File: src/rtl/tex_texel_gather_if.sv
// Bundle of request, memory and sampler-side signals for the texel gather block.
// No logic here; widths follow the gather block parameters.
// "slave" is the gather block's view, "master" is the surrounding system's view.
`ifndef TEX_FORMAT_BITS
`define TEX_FORMAT_BITS 3
`endif
`ifndef TEX_BLEND_FRAC
`define TEX_BLEND_FRAC 8
`endif

interface tex_texel_gather_if #(
    parameter int NUM_REQS  = 4,
    parameter int REQ_INFOW = 1
);
    localparam int TAG_W = $clog2(NUM_REQS) + 2;

    // Request from the warp front-end.
    logic                                           req_valid;
    logic [NUM_REQS-1:0]                            req_tmask;
    logic [`TEX_FORMAT_BITS-1:0]                    req_format;
    logic [NUM_REQS-1:0][3:0][31:0]                 req_addr;
    logic [NUM_REQS-1:0][1:0][`TEX_BLEND_FRAC-1:0]  req_blends;
    logic [REQ_INFOW-1:0]                           req_info;
    logic                                           req_ready;

    // Memory read port.
    logic                                           mem_req_valid;
    logic [31:0]                                    mem_req_addr;
    logic [TAG_W-1:0]                               mem_req_tag;
    logic                                           mem_req_ready;
    logic                                           mem_rsp_valid;
    logic [31:0]                                    mem_rsp_data;
    logic [TAG_W-1:0]                               mem_rsp_tag;
    logic                                           mem_rsp_ready;

    // Sampler side.
    logic                                           out_valid;
    logic [NUM_REQS-1:0]                            out_tmask;
    logic [`TEX_FORMAT_BITS-1:0]                    out_format;
    logic [NUM_REQS-1:0][1:0][`TEX_BLEND_FRAC-1:0]  out_blends;
    logic [REQ_INFOW-1:0]                           out_info;
    logic [NUM_REQS-1:0][3:0][31:0]                 out_data;
    logic                                           out_ready;

    modport slave (
        input  req_valid, req_tmask, req_format, req_addr, req_blends, req_info,
        output req_ready,
        output mem_req_valid, mem_req_addr, mem_req_tag,
        input  mem_req_ready,
        input  mem_rsp_valid, mem_rsp_data, mem_rsp_tag,
        output mem_rsp_ready,
        output out_valid, out_tmask, out_format, out_blends, out_info, out_data,
        input  out_ready
    );

    modport master (
        output req_valid, req_tmask, req_format, req_addr, req_blends, req_info,
        input  req_ready,
        input  mem_req_valid, mem_req_addr, mem_req_tag,
        output mem_req_ready,
        output mem_rsp_valid, mem_rsp_data, mem_rsp_tag,
        input  mem_rsp_ready,
        input  out_valid, out_tmask, out_format, out_blends, out_info, out_data,
        output out_ready
    );
endinterface

File: src/rtl/tex_texel_gather.sv
// Texel gather: issues 4 reads per active lane, collects tagged responses, hands the quad set to the sampler.
// Latency: first read the cycle after accept; out_valid the cycle after the last response is captured.
// Backpressure: one request in flight; reads stall on mem_req_ready; responses held off outside ISSUE/WAIT; SEND holds until out_ready.
module tex_texel_gather #(
    parameter int NUM_REQS  = 4,
    parameter int REQ_INFOW = 1
) (
    input  logic              clk,
    input  logic              reset,
    tex_texel_gather_if.slave bus
);
    localparam int LANE_W = $clog2(NUM_REQS);
    localparam int TAG_W  = LANE_W + 2;
    localparam int CNT_W  = $clog2(4 * NUM_REQS + 1);

    typedef enum logic [1:0] {IDLE, ISSUE, WAIT, SEND} state_t;

    state_t state, state_nxt;

    logic [NUM_REQS-1:0]                           tmask_q;
    logic [`TEX_FORMAT_BITS-1:0]                   format_q;
    logic [NUM_REQS-1:0][3:0][31:0]                addr_q;
    logic [NUM_REQS-1:0][3:0][31:0]                data_q;
    logic [NUM_REQS-1:0][1:0][`TEX_BLEND_FRAC-1:0] blends_q;
    logic [REQ_INFOW-1:0]                          info_q;

    logic [LANE_W-1:0] lane_q;
    logic [1:0]        texel_q;
    logic [CNT_W-1:0]  rcv_cnt;
    logic [CNT_W-1:0]  expected;

    logic              accept;
    logic              issue_fire;
    logic              last_issue;
    logic              rsp_fire;
    logic              all_in;
    logic [CNT_W-1:0]  cnt_nxt;
    logic              nxt_found;
    logic [LANE_W-1:0] nxt_lane;
    logic [LANE_W-1:0] acc_lane;
    logic [LANE_W-1:0] rsp_lane;
    logic [1:0]        rsp_texel;

    // Four reads per set mask bit.
    function automatic logic [CNT_W-1:0] quad_count(input logic [NUM_REQS-1:0] m);
        logic [CNT_W-1:0] c;
        c = '0;
        for (int i = 0; i < NUM_REQS; i++) begin
            c = c + {{(CNT_W-1){1'b0}}, m[i]};
        end
        return c << 2;
    endfunction

    assign accept     = (state == IDLE) && bus.req_valid;
    assign issue_fire = (state == ISSUE) && bus.mem_req_ready;
    assign rsp_fire   = bus.mem_rsp_valid && bus.mem_rsp_ready;
    assign cnt_nxt    = rcv_cnt + {{(CNT_W-1){1'b0}}, rsp_fire};
    // Counts the response landing this cycle, so a late response never costs an extra cycle.
    assign all_in     = (cnt_nxt == expected);
    assign last_issue = (texel_q == 2'd3) && !nxt_found;
    assign rsp_lane   = bus.mem_rsp_tag[TAG_W-1:2];
    assign rsp_texel  = bus.mem_rsp_tag[1:0];

    // Lowest active lane above the current one; inactive lanes are skipped whole.
    always_comb begin
        nxt_found = 1'b0;
        nxt_lane  = '0;
        for (int i = NUM_REQS - 1; i >= 0; i--) begin
            if (tmask_q[i] && (i > int'(lane_q))) begin
                nxt_found = 1'b1;
                nxt_lane  = LANE_W'(i);
            end
        end
    end

    // Lowest active lane of the incoming request, the issue starting point.
    always_comb begin
        acc_lane = '0;
        for (int i = NUM_REQS - 1; i >= 0; i--) begin
            if (bus.req_tmask[i]) begin
                acc_lane = LANE_W'(i);
            end
        end
    end

    // State register.
    always_ff @(posedge clk or negedge reset) begin
        if (!reset) begin
            state <= IDLE;
        end else begin
            state <= state_nxt;
        end
    end

    // Next-state decode.
    always_comb begin
        state_nxt = state;
        case (state)
            IDLE:  if (bus.req_valid) state_nxt = (bus.req_tmask != '0) ? ISSUE : SEND;
            ISSUE: if (issue_fire && last_issue) state_nxt = all_in ? SEND : WAIT;
            WAIT:  if (all_in) state_nxt = SEND;
            SEND:  if (bus.out_ready) state_nxt = IDLE;
            default: state_nxt = IDLE;
        endcase
    end

    // Handshake outputs decoded from state only; req_ready also drops while reset is held.
    always_comb begin
        bus.req_ready     = (state == IDLE) && reset;
        bus.mem_req_valid = (state == ISSUE);
        bus.mem_rsp_ready = (state == ISSUE) || (state == WAIT);
        bus.out_valid     = (state == SEND);
    end

    assign bus.mem_req_addr = addr_q[lane_q][texel_q];
    assign bus.mem_req_tag  = {lane_q, texel_q};
    assign bus.out_tmask    = tmask_q;
    assign bus.out_format   = format_q;
    assign bus.out_blends   = blends_q;
    assign bus.out_info     = info_q;
    assign bus.out_data     = data_q;

    // Request latch, issue pointer walk and response capture.
    always_ff @(posedge clk or negedge reset) begin
        if (!reset) begin
            tmask_q  <= '0;
            format_q <= '0;
            addr_q   <= '0;
            blends_q <= '0;
            info_q   <= '0;
            data_q   <= '0;
            lane_q   <= '0;
            texel_q  <= '0;
            rcv_cnt  <= '0;
            expected <= '0;
        end else begin
            if (accept) begin
                tmask_q  <= bus.req_tmask;
                format_q <= bus.req_format;
                addr_q   <= bus.req_addr;
                blends_q <= bus.req_blends;
                info_q   <= bus.req_info;
                data_q   <= '0;
                lane_q   <= acc_lane;
                texel_q  <= 2'd0;
                rcv_cnt  <= '0;
                expected <= quad_count(bus.req_tmask);
            end
            if (issue_fire && !last_issue) begin
                if (texel_q == 2'd3) begin
                    lane_q  <= nxt_lane;
                    texel_q <= 2'd0;
                end else begin
                    texel_q <= texel_q + 2'd1;
                end
            end
            if (rsp_fire) begin
                // Inactive lanes stay zero even if a stray tag names them.
                if (tmask_q[rsp_lane]) begin
                    data_q[rsp_lane][rsp_texel] <= bus.mem_rsp_data;
                end
                rcv_cnt <= cnt_nxt;
            end
        end
    end
endmodule

File: src/flat_wrapper.sv
// flat-port wrapper written by rule: the top's interface ports become plain ports
module tex_texel_gather_flat 
#(
    parameter int NUM_REQS  = 4,
    parameter int REQ_INFOW = 1
)
  (clk, reset, bus_req_valid, bus_req_tmask, bus_req_format, bus_req_addr, bus_req_blends, bus_req_info, bus_req_ready, bus_mem_req_valid, bus_mem_req_addr, bus_mem_req_tag, bus_mem_req_ready, bus_mem_rsp_valid, bus_mem_rsp_data, bus_mem_rsp_tag, bus_mem_rsp_ready, bus_out_valid, bus_out_tmask, bus_out_format, bus_out_blends, bus_out_info, bus_out_data, bus_out_ready);
  tex_texel_gather_if #(.NUM_REQS(NUM_REQS), .REQ_INFOW(REQ_INFOW)) bus_i ();
  input  logic clk;
  input  logic reset;
  input wire logic [$bits(bus_i.req_valid)-1:0] bus_req_valid;
  input wire logic [$bits(bus_i.req_tmask)-1:0] bus_req_tmask;
  input wire logic [$bits(bus_i.req_format)-1:0] bus_req_format;
  input wire logic [$bits(bus_i.req_addr)-1:0] bus_req_addr;
  input wire logic [$bits(bus_i.req_blends)-1:0] bus_req_blends;
  input wire logic [$bits(bus_i.req_info)-1:0] bus_req_info;
  output wire logic [$bits(bus_i.req_ready)-1:0] bus_req_ready;
  output wire logic [$bits(bus_i.mem_req_valid)-1:0] bus_mem_req_valid;
  output wire logic [$bits(bus_i.mem_req_addr)-1:0] bus_mem_req_addr;
  output wire logic [$bits(bus_i.mem_req_tag)-1:0] bus_mem_req_tag;
  input wire logic [$bits(bus_i.mem_req_ready)-1:0] bus_mem_req_ready;
  input wire logic [$bits(bus_i.mem_rsp_valid)-1:0] bus_mem_rsp_valid;
  input wire logic [$bits(bus_i.mem_rsp_data)-1:0] bus_mem_rsp_data;
  input wire logic [$bits(bus_i.mem_rsp_tag)-1:0] bus_mem_rsp_tag;
  output wire logic [$bits(bus_i.mem_rsp_ready)-1:0] bus_mem_rsp_ready;
  output wire logic [$bits(bus_i.out_valid)-1:0] bus_out_valid;
  output wire logic [$bits(bus_i.out_tmask)-1:0] bus_out_tmask;
  output wire logic [$bits(bus_i.out_format)-1:0] bus_out_format;
  output wire logic [$bits(bus_i.out_blends)-1:0] bus_out_blends;
  output wire logic [$bits(bus_i.out_info)-1:0] bus_out_info;
  output wire logic [$bits(bus_i.out_data)-1:0] bus_out_data;
  input wire logic [$bits(bus_i.out_ready)-1:0] bus_out_ready;
  assign bus_i.req_valid = bus_req_valid;
  assign bus_i.req_tmask = bus_req_tmask;
  assign bus_i.req_format = bus_req_format;
  assign bus_i.req_addr = bus_req_addr;
  assign bus_i.req_blends = bus_req_blends;
  assign bus_i.req_info = bus_req_info;
  assign bus_req_ready = bus_i.req_ready;
  assign bus_mem_req_valid = bus_i.mem_req_valid;
  assign bus_mem_req_addr = bus_i.mem_req_addr;
  assign bus_mem_req_tag = bus_i.mem_req_tag;
  assign bus_i.mem_req_ready = bus_mem_req_ready;
  assign bus_i.mem_rsp_valid = bus_mem_rsp_valid;
  assign bus_i.mem_rsp_data = bus_mem_rsp_data;
  assign bus_i.mem_rsp_tag = bus_mem_rsp_tag;
  assign bus_mem_rsp_ready = bus_i.mem_rsp_ready;
  assign bus_out_valid = bus_i.out_valid;
  assign bus_out_tmask = bus_i.out_tmask;
  assign bus_out_format = bus_i.out_format;
  assign bus_out_blends = bus_i.out_blends;
  assign bus_out_info = bus_i.out_info;
  assign bus_out_data = bus_i.out_data;
  assign bus_i.out_ready = bus_out_ready;
  tex_texel_gather #(.NUM_REQS(NUM_REQS), .REQ_INFOW(REQ_INFOW)) u_core (.clk(clk), .reset(reset), .bus(bus_i));
endmodule
File: config.mk
export PLATFORM = sky130hd
export DESIGN_NAME = tex_texel_gather_flat
export DESIGN_NICKNAME = d
export VERILOG_FILES = /design/src/rtl/tex_texel_gather_if.sv /design/src/rtl/tex_texel_gather.sv /design/src/flat_wrapper.sv
export SDC_FILE = /design/constraint.sdc
export NUM_CORES = 2
export LEC_CHECK = 0
export ABC_AREA = 1
export CORE_AREA = 2 2 481 483
export CTS_BUF_LIST = sky130_fd_sc_hd__clkbuf_16
export CTS_CLUSTER_DIAMETER = 40
export DETAILED_ROUTE_END_ITERATION = 10
export DIE_AREA = 0 0 483 485
export SYNTH_ARGS = -nofsm -noshare
export SYNTH_HDL_FRONTEND = slang
export SYNTH_SLANG_ARGS = --single-unit
File: constraint.sdc
create_clock -name clk -period 2.7 [get_ports clk]
set_clock_uncertainty 0.05 [all_clocks]
set_input_delay 0.54 -clock clk [delete_from_list [all_inputs] [get_ports clk]]
set_output_delay 0.54 -clock clk [all_outputs]
set_load 0.005 [all_outputs]
==> metrics.md <==
| Metric | Value |
|---|---|
| Worst min path class | `in2reg` |
| Vias in the first global route | `between 40k and 50k` |
| Syn nets | `5782` |
| List of most frequent post-synthesis cells | `nand2_1, dfrtp_1, o21ai_0, nand3_1, clkbuf_1` |
| Count leader, synth | `nand2_1` |
| Outcome | `finished, violations left` |
| Die Area | `234000 um2` |
| Std-Cell Rows | `about 180` |
| Grt total ovfl | `0` |
| Buffer and inverter count on the worst path | `4` |
| Initial antenna violation count | `89` |
| Vias per cell | `4.65` |
| Post-Synth Simple-Gate Area | `a little under a quarter` |
| Clock-pin slew on the worst setup and hold paths | `0.06 ns` |
| Post-DP Area | `63400 um2` |
| Adder-cell area share of the yosys netlist | `0.370%` |
| VDD IR max | `slightly below 0.0008 V` |
| Nets@finish | `7152` |
| Non-filler cells, final | `9725` |
| Share of cells above drive strength 1 | `13.4%` |
| Die outline height | `a little under 500 um` |
| Max-slew violations | `0` |
| Yosys reg bits | `1110` |
| Delay-heaviest family, CP | `buffers and inverters` |
| Core area | `229000 um2` |
| F_max | `298 MHz` |
| CTS root buffer | `clkbuf_16` |
| Seq/Total Area, Yosys | `60.3%` |
| Routed WL | `between 200 and 250 mm` |
| Crit-path max FO | `6` |
| Sum Neg Setup Slack | `-17.27 ns` |
| CP max stage cell | `dfrtp_2` |
| Final Hold Vio Count | `0` |
| Final Instance Area | `72500 um2` |
| Met1 usage | `25.0%` |
| Crit-path max cell delay | `about 0.46 ns` |
| IO Port Bufs | `1249` |
| Starting Density | `20.1%` |
| Failing checks | `setup timing` |
| Synth Flop Type | `dfrtp_1` |
| Placed cells | `9267` |
| Die X | `483 um` |
| Mux cell area share after synthesis | `0%` |
| Boundary Pins | `~1.3k` |
| Distinct cells, synth | `38` |
| H-tree levels | `4` |
| Global route hottest layer | `met2` |
| Met2 usage | `approximately 33%` |
| Synth top area cells | `dfrtp_1, nand2_1, o21ai_0, nand3_1, clkbuf_1` |
| Synth Area in Compound Gates | `11.1%` |
| Setup Viol. Count Final | `32` |
| Clock buffer count from CTS | `189` |
| # fillers | `between 20k and 25k` |
| Main combinational cell family by area after synthesis | `simple AND/OR/NAND/NOR gates` |
| Global-route wire length before repair | `345 mm` |
| Critical path arrival | `2.77 ns` |
| Iteration-0 DRC Markers | `4671` |
| Pre-CTS setup slack | `-0.243 ns` |
| Antenna Violating Nets Remaining | `0` |
| RSZ-0062 raised after global routing | `yes` |
| XOR/XNOR Fraction of Synth Area | `0%` |
| Rel. slew slack | `between 30% and 40%` |
| Mean Syn Cell Area | `8.95 um2` |
| RD Place Congestion | `slightly above 0.9` |
| Worst Max-Slew Pin Slew | `approximately 0.95 ns` |
| CP startpoint kind | `register` |
| First-pass DRT Iterations | `7` |
| Period utilization | `124%` |
| End-of-flow core utilization | `31.7%` |
| Area Overhead vs Synth | `57.5%` |
| Cell Area, Synth | `46000 um2` |
| Async set-reset flop share out of synthesis | `between 90% and 100%` |
| Yosys top cell by area | `dfrtp_1` |
| Total number of vias | `45.3k` |
| Min Clock Period, post-route | `3.36 ns` |
| Met3 Usage GRT | `6.23%` |
| CTS Buffer Depth | `3` |
| Max-Cap Viols | `0` |
| WL/cell | `25.6 um` |
| Cell Chain, Critical Path | `buf_12, nand2_8, inv_16, buf_4, a221oi_1, o21ai_1, nand3_2, nand2_2, dlygate4sd2_1` |
| Detail Placement HPWL | `184 mm` |
| Multi-input gate area | `between 15000 and 20000 um2` |
| DRC violations left | `0` |
| GRT Total Usage | `20.5%` |
| Syn. warnings | `0` |
| Register area | `27800 um2` |
| Critical Path End Type | `output pin` |
| Critical path required time | `about 2.1 ns` |
| CTS sink cnt | `1110` |
| Largest net degree at the start of global routing | `between 150 and 200` |
| EDFF count, synth | `0` |
| Clock latency on the worst-skew pair | `0.82 ns` |
| Leakage | `32.9 nW` |
| Setup ws final | `-0.661 ns` |
| TritonCTS clock tree | `done` |
| Share of Yosys cell area claimed by the top area cell type | `about 60%` |
| Synth Instances | `slightly above 5k` |
| Power density over the cells | `1070 nW/um2` |
| Worst setup path category | `reg2out` |
-- layer usage --
metal,wire length (um),vias up
li1,-,19865
met1,95700,22381
met2,116000,2388
met3,23700,546
met4,13200,84
met5,522,-
-- final cells by class --
cell class | instances | share of cell area [%]
diodes | 26 | 0.0897
repair inverters | 1 | 0.0121
flip-flops and latches | 1110 | 38.3
inverters | 72 | 0.426
clock inverters | 160 | 2.54
well taps | 3026 | 5.22
multi-input cells | 3554 | 23.5
clock buffers | 191 | 6.59
repair buffers | 1585 | 23.2
-- timing repair --
item,4_1_cts,5_1_grt
hold buffers,1,0
gates resized for setup,438,79
buffers inserted,50,15
endpoints found under the setup margin,150,39
hold endpoints to repair,17,0
gates cloned,24,1
pin swaps,102,57
-- power by group --
group / internal (mW) / switching [mW] / total, mW
registers: 21.4 / 4.33 / 25.8
logic: 11.3 / 15.4 / 26.7
clock network: 15.1 / 9.61 / 24.7
total: 47.9 / 29.3 / 77.2
-- registers in the layout, summed over array words and instances, names as in the netlist, 2 cells and up --
signal	cells
u_core.bus.out_blends	64
u_core.bus.out_format	3
u_core.texel_q	2
u_core.expected	3
u_core.bus.out_tmask	4
u_core.rcv_cnt	5
u_core.addr_q	512
u_core.state	2
u_core.lane_q	2
u_core.bus.out_data	512
-- placed cells by master, fill, tap and decap left out, drive strengths merged --
master         count
a211oi             1
a21oi             11
a221oi            51
a22oi             44
a31oi              1
a32oi              1
buf              362
bufbuf             5
bufinv            20
clkbuf           193
clkdlybuf4s15      2
clkdlybuf4s50   1209
clkinv            75
clkinvlp          20
dfrtp           1110
diode             26
dlygate4sd2        4
dlygate4sd3        1
fa                 1
ha                12
inv              118
nand2           1876
nand3            595
nand3b             1
nand4              4
nor2             150
nor3               3
o2111ai           33
o211ai            37
o21ai            726
o22ai              5
o2bb2ai            1
or2                1
-- metrics by stage --
step,hold WS (ns),power [mW]
floorplan,0.194,34.5
detailed placement,0.413,48.7
global placement,0.410,48.6
CTS,0.107,76.9
finish,0.186,77.2
global route,0.131,80.7
-- path summary, 6_finish.rpt --
kind,cells past startpoint,slack [ns],endpoint,from
worst max-delay path,9,-0.66,bus_mem_req_addr[26],u_core.lane_q[1]
worst min-delay path,3,0.19,u_core.addr_q[340],bus_req_addr[340]
worst max register to register,12,0.19,u_core.bus.out_data[448],u_core.state[1]
worst min register to register,2,0.43,u_core.addr_q[86],u_core.addr_q[86]
max in group asynchronous,5,0.86,u_core.addr_q[65],reset
min in group asynchronous,3,0.32,u_core.bus.out_data[489],reset
-- worst min-delay path: stages --
cell	delay (ns)
clkdlybuf4s50_1	0.39
nand2_1	0.06
nand2_1	0.04
-- kinds of logic after synthesis --
| logic type | after synthesis |
|---|---|
| buffers and inverters | 479 |
| adder cells (fa/ha/maj) | 13 |
| AND/OR/NAND/NOR | 2630 |
| flip-flops | 1110 |
| AO/OA/AOI/OAI | 911 |
Note: power is estimated with default switching activity, not from simulation.
